### src/rtl/ysyx_210247_wb_arbiter_if.sv
// Regfile write-port arbitration bus: WB-stage write, long-latency return beat,
// flush, registered regfile write port, pending/stall status and perf counter.
// Modports: slave = arbiter side, master = pipeline/environment side.
interface ysyx_210247_wb_arbiter_if #(
    parameter int XLEN = 64
);
    // WB stage write request and stall back to WB
    logic            wb_valid_i;
    logic            wb_wen_i;
    logic [4:0]      wb_wdest_i;
    logic [XLEN-1:0] wb_wdata_i;
    logic            wb_stall_o;
    // long-latency (mul/div) return beat, valid/ready
    logic            ll_valid_i;
    logic            ll_ready_o;
    logic [4:0]      ll_wdest_i;
    logic [XLEN-1:0] ll_wdata_i;
    // pipeline flush from WB
    logic            flush_i;
    // registered regfile write port
    logic            rf_wen_o;
    logic [4:0]      rf_waddr_o;
    logic [XLEN-1:0] rf_wdata_o;
    // status
    logic            ll_pending_o;
    logic [31:0]     perf_stall_cnt_o;

    modport slave (
        input  wb_valid_i, wb_wen_i, wb_wdest_i, wb_wdata_i,
        output wb_stall_o,
        input  ll_valid_i, ll_wdest_i, ll_wdata_i,
        output ll_ready_o,
        input  flush_i,
        output rf_wen_o, rf_waddr_o, rf_wdata_o,
        output ll_pending_o, perf_stall_cnt_o
    );

    modport master (
        output wb_valid_i, wb_wen_i, wb_wdest_i, wb_wdata_i,
        input  wb_stall_o,
        output ll_valid_i, ll_wdest_i, ll_wdata_i,
        input  ll_ready_o,
        output flush_i,
        input  rf_wen_o, rf_waddr_o, rf_wdata_o,
        input  ll_pending_o, perf_stall_cnt_o
    );
endinterface

### src/rtl/ysyx_210247_wb_arbiter.sv
// Purpose: arbitrates the integer regfile write port between the WB stage and a
//          small FIFO of long-latency (mul/div) results, with a starvation limit.
// Latency: 1 cycle from winning request to registered rf_wen_o/rf_waddr_o/rf_wdata_o.
// Backpressure: ll_ready_o drops when the FIFO is full; wb_stall_o holds WB only
//          in forced-FIFO cycles. Ports: clk, rst (async active-low), bus (slave).
// Optional: define WB_ARB_PERF_EN to get a 32-bit stall-cycle counter on
//          perf_stall_cnt_o; otherwise that output is tied to 0.
module ysyx_210247_wb_arbiter #(
    parameter int XLEN       = 64,
    parameter int DEPTH      = 2,
    parameter int STARVE_MAX = 4
) (
    input  logic                       clk,
    input  logic                       rst,
    ysyx_210247_wb_arbiter_if.slave    bus
);
    localparam int AW = $clog2(DEPTH);
    localparam int CW = AW + 1;
    localparam int SW = $clog2(STARVE_MAX + 1);

    // FIFO storage (data path only, no reset needed)
    logic [4:0]      fifo_dest [DEPTH];
    logic [XLEN-1:0] fifo_data [DEPTH];
    logic [AW-1:0]   wr_ptr, rd_ptr;
    logic [CW-1:0]   count;
    logic [SW-1:0]   starve;

    logic            preq, freq, head_zero, freq_w;
    logic            force_fifo, fifo_gnt, pipe_gnt, bypass;
    logic            push, pop;
    logic            wen_nxt;
    logic [4:0]      waddr_nxt;
    logic [XLEN-1:0] wdata_nxt;
    logic [SW-1:0]   starve_nxt;

    always_comb begin
        preq      = bus.wb_valid_i & bus.wb_wen_i & (bus.wb_wdest_i != 5'd0);
        freq      = (count != '0);
        // An x0 head is discarded for free; it never competes for the port.
        head_zero = freq & (fifo_dest[rd_ptr] == 5'd0);
        freq_w    = freq & ~head_zero;

        force_fifo = freq_w & (starve == SW'(STARVE_MAX));
        fifo_gnt   = force_fifo | (~preq & freq_w);
        pipe_gnt   = preq & ~force_fifo;
        // Direct write only when nothing else wants the port and nothing is queued,
        // so a bypassed beat can never overtake a buffered one.
        bypass     = ~preq & ~freq & bus.ll_valid_i & ~bus.flush_i;

        pop  = fifo_gnt | head_zero;
        push = bus.ll_valid_i & bus.ll_ready_o & ~bypass;
    end

    always_comb begin
        wen_nxt   = 1'b0;
        waddr_nxt = fifo_dest[rd_ptr];
        wdata_nxt = fifo_data[rd_ptr];
        if (fifo_gnt) begin
            wen_nxt = 1'b1;
        end else if (pipe_gnt) begin
            wen_nxt   = 1'b1;
            waddr_nxt = bus.wb_wdest_i;
            wdata_nxt = bus.wb_wdata_i;
        end else if (bypass) begin
            wen_nxt   = (bus.ll_wdest_i != 5'd0);
            waddr_nxt = bus.ll_wdest_i;
            wdata_nxt = bus.ll_wdata_i;
        end
    end

    always_comb begin
        starve_nxt = starve;
        if (bus.flush_i || !freq || pop)
            starve_nxt = '0;
        else if (pipe_gnt && starve != SW'(STARVE_MAX))
            starve_nxt = starve + SW'(1);
    end

    assign bus.ll_ready_o   = (count != CW'(DEPTH));
    assign bus.ll_pending_o = freq;
    assign bus.wb_stall_o   = preq & force_fifo;

    always_ff @(posedge clk) begin
        if (push)
            begin
                fifo_dest[wr_ptr] <= bus.ll_wdest_i;
                fifo_data[wr_ptr] <= bus.ll_wdata_i;
            end
    end

    always_ff @(posedge clk or negedge rst) begin
        if (!rst) begin
            wr_ptr <= '0;
            rd_ptr <= '0;
            count  <= '0;
            starve <= '0;
        end else begin
            starve <= starve_nxt;
            if (bus.flush_i) begin
                // A beat accepted this cycle is dropped along with the contents.
                wr_ptr <= '0;
                rd_ptr <= '0;
                count  <= '0;
            end else begin
                if (push) wr_ptr <= wr_ptr + AW'(1);
                if (pop)  rd_ptr <= rd_ptr + AW'(1);
                case ({push, pop})
                    2'b10:   count <= count + CW'(1);
                    2'b01:   count <= count - CW'(1);
                    default: count <= count;
                endcase
            end
        end
    end

    // Regfile port: address/data hold their last value in idle cycles.
    always_ff @(posedge clk or negedge rst) begin
        if (!rst) begin
            bus.rf_wen_o   <= 1'b0;
            bus.rf_waddr_o <= 5'd0;
            bus.rf_wdata_o <= '0;
        end else begin
            bus.rf_wen_o <= wen_nxt;
            if (wen_nxt) begin
                bus.rf_waddr_o <= waddr_nxt;
                bus.rf_wdata_o <= wdata_nxt;
            end
        end
    end

`ifdef WB_ARB_PERF_EN
    logic [31:0] perf_cnt;
    always_ff @(posedge clk or negedge rst) begin
        if (!rst)
            perf_cnt <= 32'd0;
        else if (bus.wb_stall_o)
            perf_cnt <= perf_cnt + 32'd1;
    end
    assign bus.perf_stall_cnt_o = perf_cnt;
`else
    assign bus.perf_stall_cnt_o = 32'd0;
`endif

endmodule

### src/flat_wrapper.sv
// flat-port wrapper written by rule: the top's interface ports become plain ports
module ysyx_210247_wb_arbiter_flat 
#(
    parameter int XLEN       = 64,
    parameter int DEPTH      = 2,
    parameter int STARVE_MAX = 4
)
  (clk, rst, bus_wb_valid_i, bus_wb_wen_i, bus_wb_wdest_i, bus_wb_wdata_i, bus_wb_stall_o, bus_ll_valid_i, bus_ll_wdest_i, bus_ll_wdata_i, bus_ll_ready_o, bus_flush_i, bus_rf_wen_o, bus_rf_waddr_o, bus_rf_wdata_o, bus_ll_pending_o, bus_perf_stall_cnt_o);
  ysyx_210247_wb_arbiter_if #(.XLEN(XLEN)) bus_i ();
  input  logic clk;
  input  logic rst;
  input wire logic [$bits(bus_i.wb_valid_i)-1:0] bus_wb_valid_i;
  input wire logic [$bits(bus_i.wb_wen_i)-1:0] bus_wb_wen_i;
  input wire logic [$bits(bus_i.wb_wdest_i)-1:0] bus_wb_wdest_i;
  input wire logic [$bits(bus_i.wb_wdata_i)-1:0] bus_wb_wdata_i;
  output wire logic [$bits(bus_i.wb_stall_o)-1:0] bus_wb_stall_o;
  input wire logic [$bits(bus_i.ll_valid_i)-1:0] bus_ll_valid_i;
  input wire logic [$bits(bus_i.ll_wdest_i)-1:0] bus_ll_wdest_i;
  input wire logic [$bits(bus_i.ll_wdata_i)-1:0] bus_ll_wdata_i;
  output wire logic [$bits(bus_i.ll_ready_o)-1:0] bus_ll_ready_o;
  input wire logic [$bits(bus_i.flush_i)-1:0] bus_flush_i;
  output wire logic [$bits(bus_i.rf_wen_o)-1:0] bus_rf_wen_o;
  output wire logic [$bits(bus_i.rf_waddr_o)-1:0] bus_rf_waddr_o;
  output wire logic [$bits(bus_i.rf_wdata_o)-1:0] bus_rf_wdata_o;
  output wire logic [$bits(bus_i.ll_pending_o)-1:0] bus_ll_pending_o;
  output wire logic [$bits(bus_i.perf_stall_cnt_o)-1:0] bus_perf_stall_cnt_o;
  assign bus_i.wb_valid_i = bus_wb_valid_i;
  assign bus_i.wb_wen_i = bus_wb_wen_i;
  assign bus_i.wb_wdest_i = bus_wb_wdest_i;
  assign bus_i.wb_wdata_i = bus_wb_wdata_i;
  assign bus_wb_stall_o = bus_i.wb_stall_o;
  assign bus_i.ll_valid_i = bus_ll_valid_i;
  assign bus_i.ll_wdest_i = bus_ll_wdest_i;
  assign bus_i.ll_wdata_i = bus_ll_wdata_i;
  assign bus_ll_ready_o = bus_i.ll_ready_o;
  assign bus_i.flush_i = bus_flush_i;
  assign bus_rf_wen_o = bus_i.rf_wen_o;
  assign bus_rf_waddr_o = bus_i.rf_waddr_o;
  assign bus_rf_wdata_o = bus_i.rf_wdata_o;
  assign bus_ll_pending_o = bus_i.ll_pending_o;
  assign bus_perf_stall_cnt_o = bus_i.perf_stall_cnt_o;
  ysyx_210247_wb_arbiter #(.XLEN(XLEN), .DEPTH(DEPTH), .STARVE_MAX(STARVE_MAX)) u_core (.clk(clk), .rst(rst), .bus(bus_i));
endmodule
### config.mk
export PLATFORM = sky130hd
export DESIGN_NAME = ysyx_210247_wb_arbiter_flat
export DESIGN_NICKNAME = d
export VERILOG_FILES = /design/src/rtl/ysyx_210247_wb_arbiter_if.sv /design/src/rtl/ysyx_210247_wb_arbiter.sv /design/src/flat_wrapper.sv
export SDC_FILE = /design/constraint.sdc
export NUM_CORES = 1
export LEC_CHECK = 0
export ABC_CLOCK_PERIOD_IN_PS = 3790
export CAP_MARGIN = 15
export CORE_MARGIN = 2
export CORE_UTILIZATION = 45
export CTS_BUF_LIST = sky130_fd_sc_hd__clkbuf_2
export CTS_CLUSTER_SIZE = 24
export DETAILED_ROUTE_END_ITERATION = 8
export PLACE_DENSITY = 0.78
export SLEW_MARGIN = 20
export SYNTH_ARGS = -nofsm -noshare
export SYNTH_HDL_FRONTEND = slang
export SYNTH_SLANG_ARGS = --single-unit
### constraint.sdc
create_clock -name clk -period 3.79 [get_ports clk]
set_input_delay 0.758 -clock clk [delete_from_list [all_inputs] [get_ports clk]]
set_output_delay 0.758 -clock clk [all_outputs]
set_load 0.01 [all_outputs]
==> Yosys cells after proc, flatten, opt, wreduce, memory -nomap -nowiden <==
Memories as Yosys holds them, arrays and structs flattened.
Cells that the tools add are included.
{ "classes": {"addsub": 5, "muxes": 19, "n_reduce_logical": 12, "n_bitwise": 21, "eq_ne": 5} }
{ "op_table": {"columns": ["cell", "count"], "rows": [
  ["two-way mux 64 bit", 3],
  ["two-way mux 5 bit", 3],
  ["bitwise AND 1 bit", 13],
  ["nonzero test 5 bit", 2],
  ["two-way mux 1 bit", 9],
  ["nonzero test 2 bit", 4],
  ["two-way mux 3 bit", 2],
  ["NOT 1 bit", 6],
  ["logical NOT 5 bit", 1],
  ["case mux 2 bit (2 select lines)", 1],
  ["adder 3 x 1 -> 3 bit (second input constant)", 1],
  ["== test 3 bit (second input constant)", 1],
  ["!= test 3 bit (second input constant)", 1],
  ["nonzero test 3 bit", 1],
  ["adder 1 bit (second input constant)", 2],
  ["adder 2 x 1 -> 2 bit (second input constant)", 1],
  ["== test 2 x 1 -> 1 bit (second input constant)", 1],
  ["== test 2 bit (second input constant)", 1],
  ["logical OR 1 bit", 2],
  ["two-way mux 2 bit", 1],
  ["!= test 2 bit (second input constant)", 1],
  ["OR 1 bit", 2],
  ["subtractor 2 x 1 -> 2 bit (second input constant)", 1],
  ["logical AND 1 bit", 1],
  ["logical NOT 1 bit", 1]
]} }
{ "totals": {"ff_bits": 77, "out_inout_bits": 105, "word_cells": 71, "memories": 2, "inputBits": 144, "mem_bits_rw": 138} }
{ "mem_list": {"columns": ["name", "depth", "width", "rd", "rd_clocked_by_memory_dff", "wr", "line", "text"], "rows": [
  ["u_core.fifo_data", 2, 64, 1, 0, 1, "ysyx_210247_wb_arbiter.sv:23", "logic [XLEN-1:0] fifo_data [DEPTH];"],
  ["u_core.fifo_dest", 2, 5, 1, 0, 1, "ysyx_210247_wb_arbiter.sv:22", "logic [4:0] fifo_dest [DEPTH];"]
]} }

==> Logic depth before layout (Yosys ltp) <==
Gate-level depths: netlist of the first run.
{ "logic_depth": {"word_depth": 11, "mapped_depth": 9, "mapped_depth_nobuf": 7} }

==> Worst setup path after synthesis of the first run <==
OpenSTA, ideal clock, no wires.
{ "synth_timing": {"path_type": "input -> register", "from": "input bus_wb_valid_i", "to": "memory u_core.fifo_data[0][0] (enable)", "setup_time_ps": 497, "arrival_time_ps": 4204, "path_slack_ps": -910, "t_required_ps": 3293, "path_buffers": 0, "path_stages": 5, "cell_sequence": "and2_1 -> o21ai_1 -> a21oi_1 -> o21ai_0 -> nor2_1"} }
{ "synth_via": {"elab_chain_cells": 10} }
{ "synth_rtl": {"columns": ["item", "line", "text"], "rows": [
  ["from (decl)", "flat_wrapper.sv:12", "input wire logic [$bits(bus_i.wb_valid_i)-1:0] bus_wb_valid_i;"],
  ["bitwise AND 1 bit (2 in a row)", "ysyx_210247_wb_arbiter.sv:37", "preq = bus.wb_valid_i & bus.wb_wen_i & (bus.wb_wdest_i != 5'd0);"],
  ["NOT 1 bit", "ysyx_210247_wb_arbiter.sv:48", "bypass = ~preq & ~freq & bus.ll_valid_i & ~bus.flush_i;"],
  ["bitwise AND 1 bit (3 in a row)", "ysyx_210247_wb_arbiter.sv:48", null],
  ["NOT 1 bit", "ysyx_210247_wb_arbiter.sv:51", "push = bus.ll_valid_i & bus.ll_ready_o & ~bypass;"],
  ["bitwise AND 1 bit", "ysyx_210247_wb_arbiter.sv:51", null],
  ["two-way mux 1 bit", "ysyx_210247_wb_arbiter.sv:84", "if (push)"],
  ["two-way mux 1 bit (not written as such)", "ysyx_210247_wb_arbiter.sv:87", "fifo_data[wr_ptr] <= bus.ll_wdata_i;"],
  ["to (decl)", "ysyx_210247_wb_arbiter.sv:23", null]
]} }
Every way passes these cells.

==> Final worst setup path of the first run <==
{ "layout_timing": {"from": "register u_core.rd_ptr", "to": "output bus_wb_stall_o"} }
{ "layout_via": {"elab_chain_cells": 7} }
{ "layout_rtl": {"columns": ["item", "line", "text"], "rows": [
  ["from (decl)", "ysyx_210247_wb_arbiter.sv:24", "logic [AW-1:0] wr_ptr, rd_ptr;"],
  ["from (signal assigned)", "ysyx_210247_wb_arbiter.sv:106", "if (pop) rd_ptr <= rd_ptr + AW'(1);"],
  ["memory read (2 x 5 bit)", null, null],
  ["logical NOT 5 bit", "ysyx_210247_wb_arbiter.sv:40", "head_zero = freq & (fifo_dest[rd_ptr] == 5'd0);"],
  ["bitwise AND 1 bit", "ysyx_210247_wb_arbiter.sv:40", null],
  ["NOT 1 bit", "ysyx_210247_wb_arbiter.sv:41", "freq_w = freq & ~head_zero;"],
  ["bitwise AND 1 bit", "ysyx_210247_wb_arbiter.sv:41", null],
  ["bitwise AND 1 bit", "ysyx_210247_wb_arbiter.sv:43", "force_fifo = freq_w & (starve == SW'(STARVE_MAX));"],
  ["bitwise AND 1 bit", "ysyx_210247_wb_arbiter.sv:81", "assign bus.wb_stall_o = preq & force_fifo;"],
  ["to (decl)", "flat_wrapper.sv:16", "output wire logic [$bits(bus_i.wb_stall_o)-1:0] bus_wb_stall_o;"]
]} }
Every way passes these cells.

==> flow_metrics.tcl, run 1 <==
set metrics [dict create \
    synth_top_family_by_area "multiplexers" \
    drv_slew 0 \
    htreeDepth 2 \
    synth_seq_area_share 0.657 \
    critPathLaunchType "flop" \
    swShare 0.272 \
    dieHeight_um 147 \
    route.detailed.drc 0 \
    area_delta_synth_final_pct 32.5 \
    grt_pass1_wl_um 33900 \
    placed_area_um2 11700 \
    path_class "flop to output port" \
    synthFlopType "edfxtp_1" \
    ys_seq_elements 215 \
    netlist_area_um2 9250 \
    hold_violations 0 \
    crit_path_end_kind "output port" \
    clock-sinks 215 \
    numCtsBuffers 52 \
    cp.arrival_ns 2.54 \
    synth_fa_ha_area_frac 0.00271 \
    power_density_nw_per_um2 450 \
    async_flop_share 0.358 \
    relSlewSlack 0.402 \
    io_buffers 216 \
    pwr-share-seq 0.512 \
    postCtsSetupRepairBufs 0 \
    cp_data_required_time_ns 3.03 \
    grt_max_degree 73 \
    ant_nets 0 \
    muxShareOfSynthArea 0.148 \
    cts_tree "done" \
    p_total_mw 5.51 \
    core_um2 20200 \
    min_period_over_period 0.870 \
    grt_overflow 0 \
    wl_met2_um 10500 \
    wire_per_inst_um 18.1 \
    grt_use_total 0.198 \
    nets 1022 \
    synth_simple_gate_area_frac 0.0175 \
    synth_edf_count 138 \
    setup_viol 0 \
    p_leak_nw 5.05 \
    power_switching_mw 1.50 \
    tightest_slew_ns 0.895 \
    min_period_ns 3.30 \
    final_area_um2 12200 \
    p_clk_frac 0.298 \
    dp_hpwl_um 14300 \
    holdWs_ns 0.475 \
    drt_iter0_drc 520 \
    dr_total_vias 6303 \
    max_cap_violations 0 \
    grt_pass1_vias 6570 \
    pin_count 249 \
    n_fill_cell 1586 \
    drive_above_1_share 0.123 \
    rows 52 \
    wl_met3_um 1910 \
    synth.avg_cell_area_um2 14.8 \
    clock_latency_ns 0.78 \
    die-area_um2 21700 \
    yosys_warnings 0 \
    yosys.area_share.xor_xnor 0 \
    n_antenna_cell 0 \
    top_layer "met5" \
    outcome "finished clean" \
    max_freq_mhz 303 \
    p_comb_frac 0.190 \
    clock_path_buffers 3 \
    firstDrtPassIters 9 \
    hold_path.class "flop to flop" \
    die_w_um 147 \
    via_per_inst 5.30 \
    synth_compound_area_frac 0.0964 \
    totalWireLength_um 21600 \
    synth_cell_types 44 \
    critPathMaxFanout 6 \
    vdd_ir_drop_max_mv 0.288 \
    syn_inst 626 \
    internal_power_mw 4.01 \
    clk_pin_slew_worst_paths_ns 0.11 \
    start_util 0.458 \
    wirelength_met1_um 8720 \
    antenna_found_initial 2 \
    gp_congestion 0.764 \
    skew_ns 0.0573 \
    cts-root-buf "clkbuf_2" \
    rsz0062_at_grt "false" \
]
-- worst max-delay path, stage by stage, from the launching register on --
cell and delay (ns):
dfrtp_4 0.52, or4_4 0.56, o22ai_4 0.21, a21o_4 0.20
nor3_1 0.06, dlymetal6s2s_1 0.21
-- timing repair --
action	4_1_cts	5_1_grt
resized for setup	0	1
endpoints found under the hold margin	0	19
hold buffers	0	1
endpoints found under the setup margin	0	1
-- area by class of cell --
| type | count | area (um2) | area share |
|---|---|---|---|
| Clock buffer | 70 | 350 | 0.0286 |
| Clock inverter | 27 | 191 | 0.0156 |
| Multi-Input combinational cell | 295 | 2600 | 0.212 |
| Inverter | 74 | 278 | 0.0227 |
| Timing Repair Buffer | 238 | 2420 | 0.197 |
| Sequential cell | 215 | 6070 | 0.496 |
| Tap cell | 270 | 338 | 0.0276 |
-- synth_stat cells, drive strengths merged, types with 2 or more instances --
| master | instances | area [um2] |
|---|---|---|
| a222oi | 67 | 671 |
| o21ai | 5 | 25.0 |
| nor4b | 2 | 17.5 |
| clkbuf | 22 | 82.6 |
| a21o | 3 | 30.0 |
| mux2i | 137 | 1370 |
| nor2 | 5 | 21.3 |
| ha | 2 | 25.0 |
| inv | 74 | 278 |
| nand2b | 2 | 12.5 |
| a21oi | 7 | 35.0 |
| nor4 | 2 | 12.5 |
| edfxtp | 138 | 4140 |
| dfrtp | 77 | 1930 |
| or4 | 3 | 26.3 |
| nand2 | 7 | 26.3 |
| a221oi | 2 | 17.5 |
| buf | 51 | 362 |
-- logic make-up after synthesis --
group           count (synthesis)
flops                         215
buf+inv                       147
mux                           137
compound gates                 96
simple gates                   28
fa+ha+maj                       2
other cells                     1
-- placed cells by master (no fill, tap or decap), types with 15 or more instances in the layout --
| cell | Yosys | final |
|---|---|---|
| clkdlybuf4s50_1 | 0 | 214 |
| edfxtp_1 | 138 | 138 |
| mux2i_1 | 137 | 137 |
| dfrtp_1 | 77 | 76 |
| inv_1 | 74 | 74 |
| clkbuf_2 | 0 | 70 |
| a222oi_1 | 67 | 67 |
| conb_1 | 1 | 32 |
| clkinv_1 | 0 | 16 |
| buf_4 | 35 | 15 |
-- power groups by stage --
stage	Clock, mW	Sequential (mW)	Combinational [mW]
after floorplan	0	2.93	0.401
after global placement	0	2.86	1.03
after detailed placement	0	2.87	1.05
after CTS	1.70	2.82	1.06
after global routing	1.82	2.84	1.12
final	1.64	2.82	1.05
-- flip-flops by register name, indices dropped and copies added (netlist names) --
signal / cells
u_core.bus.rf_waddr_o: 5
u_core.bus.rf_wdata_o: 64
u_core.bus.rf_wen_o: 1
u_core.count: 2
u_core.fifo_data: 128
u_core.fifo_dest: 10
u_core.rd_ptr: 1
u_core.starve: 3
u_core.wr_ptr: 1
-- routing by layer --
| layer | vias up | global-route usage |
|---|---|---|
| met5 | - | 0 |
| met4 | 4 | 0.0601 |
| met3 | 36 | 0.0540 |
| met2 | 311 | 0.327 |
| met1 | 3067 | 0.256 |
| li1 | 2885 | - |
-- through the flow --
stage,utilization,setup slack [ns],TNS (ns),cells
CTS,0.607,0.0785,0,1188
global placement,0.578,0.122,0,1090
global route,0.607,0.316,0,1189
detailed placement,0.580,0.256,0,1091
floorplan,-,-0.910,-125.62,657
finish,0.607,0.492,0,1189
-- path summary, 6_finish.rpt --
check | cells after the start | startpoint | end | slack [ns]
max in group asynchronous | 3 | rst | u_core.bus.rf_wdata_o[1] | 2.56
hold reg to reg | 1 | u_core.starve[0] | u_core.starve[0] | 0.48
min in group asynchronous | 2 | rst | u_core.bus.rf_wdata_o[15] | 0.53
hold / removal | 1 | u_core.starve[0] | u_core.starve[0] | 0.48
setup reg to reg | 5 | u_core.rd_ptr | u_core.bus.rf_wdata_o[8] | 1.26
setup / recovery | 5 | u_core.rd_ptr | bus_wb_stall_o | 0.49
Power figures use the tool's default switching activity.
==> run 2: changes to the inputs <==
--- a/config.mk
+++ b/config.mk
@@ -13,7 +13,6 @@
 export CTS_CLUSTER_SIZE = 24
 export DETAILED_ROUTE_END_ITERATION = 8
 export PLACE_DENSITY = 0.78
-export SLEW_MARGIN = 20
 export SYNTH_ARGS = -nofsm -noshare
 export SYNTH_HDL_FRONTEND = slang
 export SYNTH_SLANG_ARGS = --single-unit
==> run 2 against run 1 <==
Net effect:
- worst hold slack got worse by 0.34 ns
- design area shrank 0.15%
- sequential share of layout area up 0.076 points
- power about the same
- die area is the same
- final cell count barely moved
- clock-buffer cell count stayed put
- largest cell class unchanged
- highest routed layer unchanged
==> flow_metrics.tcl, run 2 (same netlist as run 1, synthesis figures left out) <==
set metrics [dict create \
    numCtsBuffers 52 \
    dr_total_vias 6296 \
    vdd_ir_drop_max_mv 0.257 \
    grt_pass1_wl_um 33800 \
    clock_path_buffers 3 \
    route.detailed.drc 0 \
    max_cap_violations 0 \
    firstDrtPassIters 7 \
    swShare 0.271 \
    top_register "u_core.fifo_data" \
    gp_congestion 0.764 \
    power_switching_mw 1.49 \
    path_class "flop to output port" \
    utilization 0.606 \
    clk_pin_slew_worst_paths_ns 0.12 \
    pin_count 249 \
    p_total_mw 5.51 \
    crit_path_end_kind "output port" \
    max_freq_mhz 306 \
    p_clk_frac 0.298 \
    cts-hold-fix-buffers 0 \
    cts-root-buf "clkbuf_2" \
    clock_latency_ns 0.80 \
    nets 1021 \
    rr_worst_depth 5 \
    hold_path.class "primary input to async pin" \
    critPathLaunchType "flop" \
    start_util 0.458 \
    internal_power_mw 4.02 \
    dieHeight_um 147 \
    layout_commonest_cell "clkdlybuf4s50_1" \
    die_w_um 147 \
    wire_per_inst_um 18.1 \
    cp_num_buf_inv 1 \
    r2r-start "u_core.rd_ptr" \
    n_antenna_cell 0 \
    grt_overflow 0 \
    grt_max_degree 73 \
    path_cells "or4_4, o22ai_4, a21o_4, nor3_1, dlymetal6s2s_1" \
    max_stage_delay_ns 0.56 \
    layout_common_cells "clkdlybuf4s50_1 (214), edfxtp_1 (138), mux2i_1 (137)" \
    p_leak_nw 5.04 \
    crit_family "simple AND/OR/NAND/NOR gates" \
    setup_viol 0 \
    totalWireLength_um 21500 \
    die-area_um2 21700 \
    io_buffers 216 \
    cts_tree "done" \
    power_density_nw_per_um2 450 \
    cp_data_required_time_ns 3.03 \
    ant_nets 0 \
    grt_use_total 0.198 \
    cp_num_cells 5 \
    drv_slew 0 \
    htreeDepth 2 \
    min_period_ns 3.27 \
    rsz0062_at_grt "false" \
    hold_violations 0 \
    r2r_slack_ns 1.24 \
    reg_top3 "u_core.fifo_data x128, u_core.bus.rf_wdata_o x64, u_core.fifo_dest x10" \
    dp_hpwl_um 14100 \
    pwr-share-seq 0.512 \
    critPathMaxFanout 6 \
    n_fill_cell 1616 \
    p_comb_frac 0.190 \
    relSlewSlack 0.298 \
    area_delta_synth_final_pct 32.3 \
    cp_slowest_cell "or4_4" \
    clock-sinks 215 \
    rows 52 \
    cp.arrival_ns 2.51 \
    tightest_slew_ns 1.05 \
    drive_above_1_share 0.124 \
    grt_pass1_vias 6478 \
    via_per_inst 5.30 \
    antenna_found_initial 1 \
    skew_ns 0.0809 \
    reg2reg_to "u_core.bus.rf_wdata_o[7]" \
    min_period_over_period 0.864 \
    outcome "finished clean" \
    core_um2 20200 \
    largest_reg_flops 128 \
    drt_iter0_drc 552 \
]
==> run 2: worst max path at each step <==
stage / endpoint / from / slack (ns)
finish: bus_wb_stall_o / u_core.rd_ptr / 0.52
global route: bus_wb_stall_o / u_core.rd_ptr / 0.31
CTS: bus_wb_stall_o / u_core.rd_ptr / 0.09
detailed placement: u_core.fifo_data[1][53] / bus_wb_wdest_i[2] / 0.07
global placement: u_core.fifo_data[1][51] / bus_wb_wdest_i[2] / 0.12
floorplan: u_core.fifo_data[0][0] / bus_wb_valid_i / -0.91
==> run 2: power groups by stage <==
stage	clock, mW	combinational, mW	sequential [mW]
6_report	1.64	1.05	2.82
5_1_grt	1.83	1.12	2.84
4_1_cts	1.71	1.05	2.82
3_5_place_dp	0	1.05	2.87
3_3_place_gp	0	1.03	2.86
2_1_floorplan	0	0.401	2.93
==> run 2: repair_timing <==
action	in CTS	in global routing
setup buffers	0	0
setup endpoints to repair	0	1
resized for setup	0	1
==> run 2: metrics by stage <==
step	setup TNS [ns]	instance area, um2	hold slack, ns	setup slack (ns)	instances
finish	0	12200	0.132	0.517	1188
detailed placement	0	11700	0.467	0.0718	1090
global route	0	12200	0.108	0.305	1188
CTS	0	12200	0.0864	0.0864	1187
floorplan	-125.62	9360	0.438	-0.910	657
global placement	0	11700	0.464	0.122	1090
==> run 2: layout make-up <==
cell class / instances / area [um2] / share of cell area
clock buffer: 70 / 350 / 0.0286
timing repair buffer: 237 / 2390 / 0.196
multi-input combinational: 295 / 2600 / 0.213
sequential: 215 / 6070 / 0.497
inverter: 74 / 278 / 0.0227
clock inverter: 27 / 194 / 0.0159
tap: 270 / 338 / 0.0276
==> run 2: per-layer routing <==
| metal | global-route usage | routed length, um |
|---|---|---|
| met5 | 0 | 11 |
| met4 | 0.0639 | 372 |
| met3 | 0.0553 | 1800 |
| met2 | 0.330 | 10600 |
| met1 | 0.250 | 8700 |
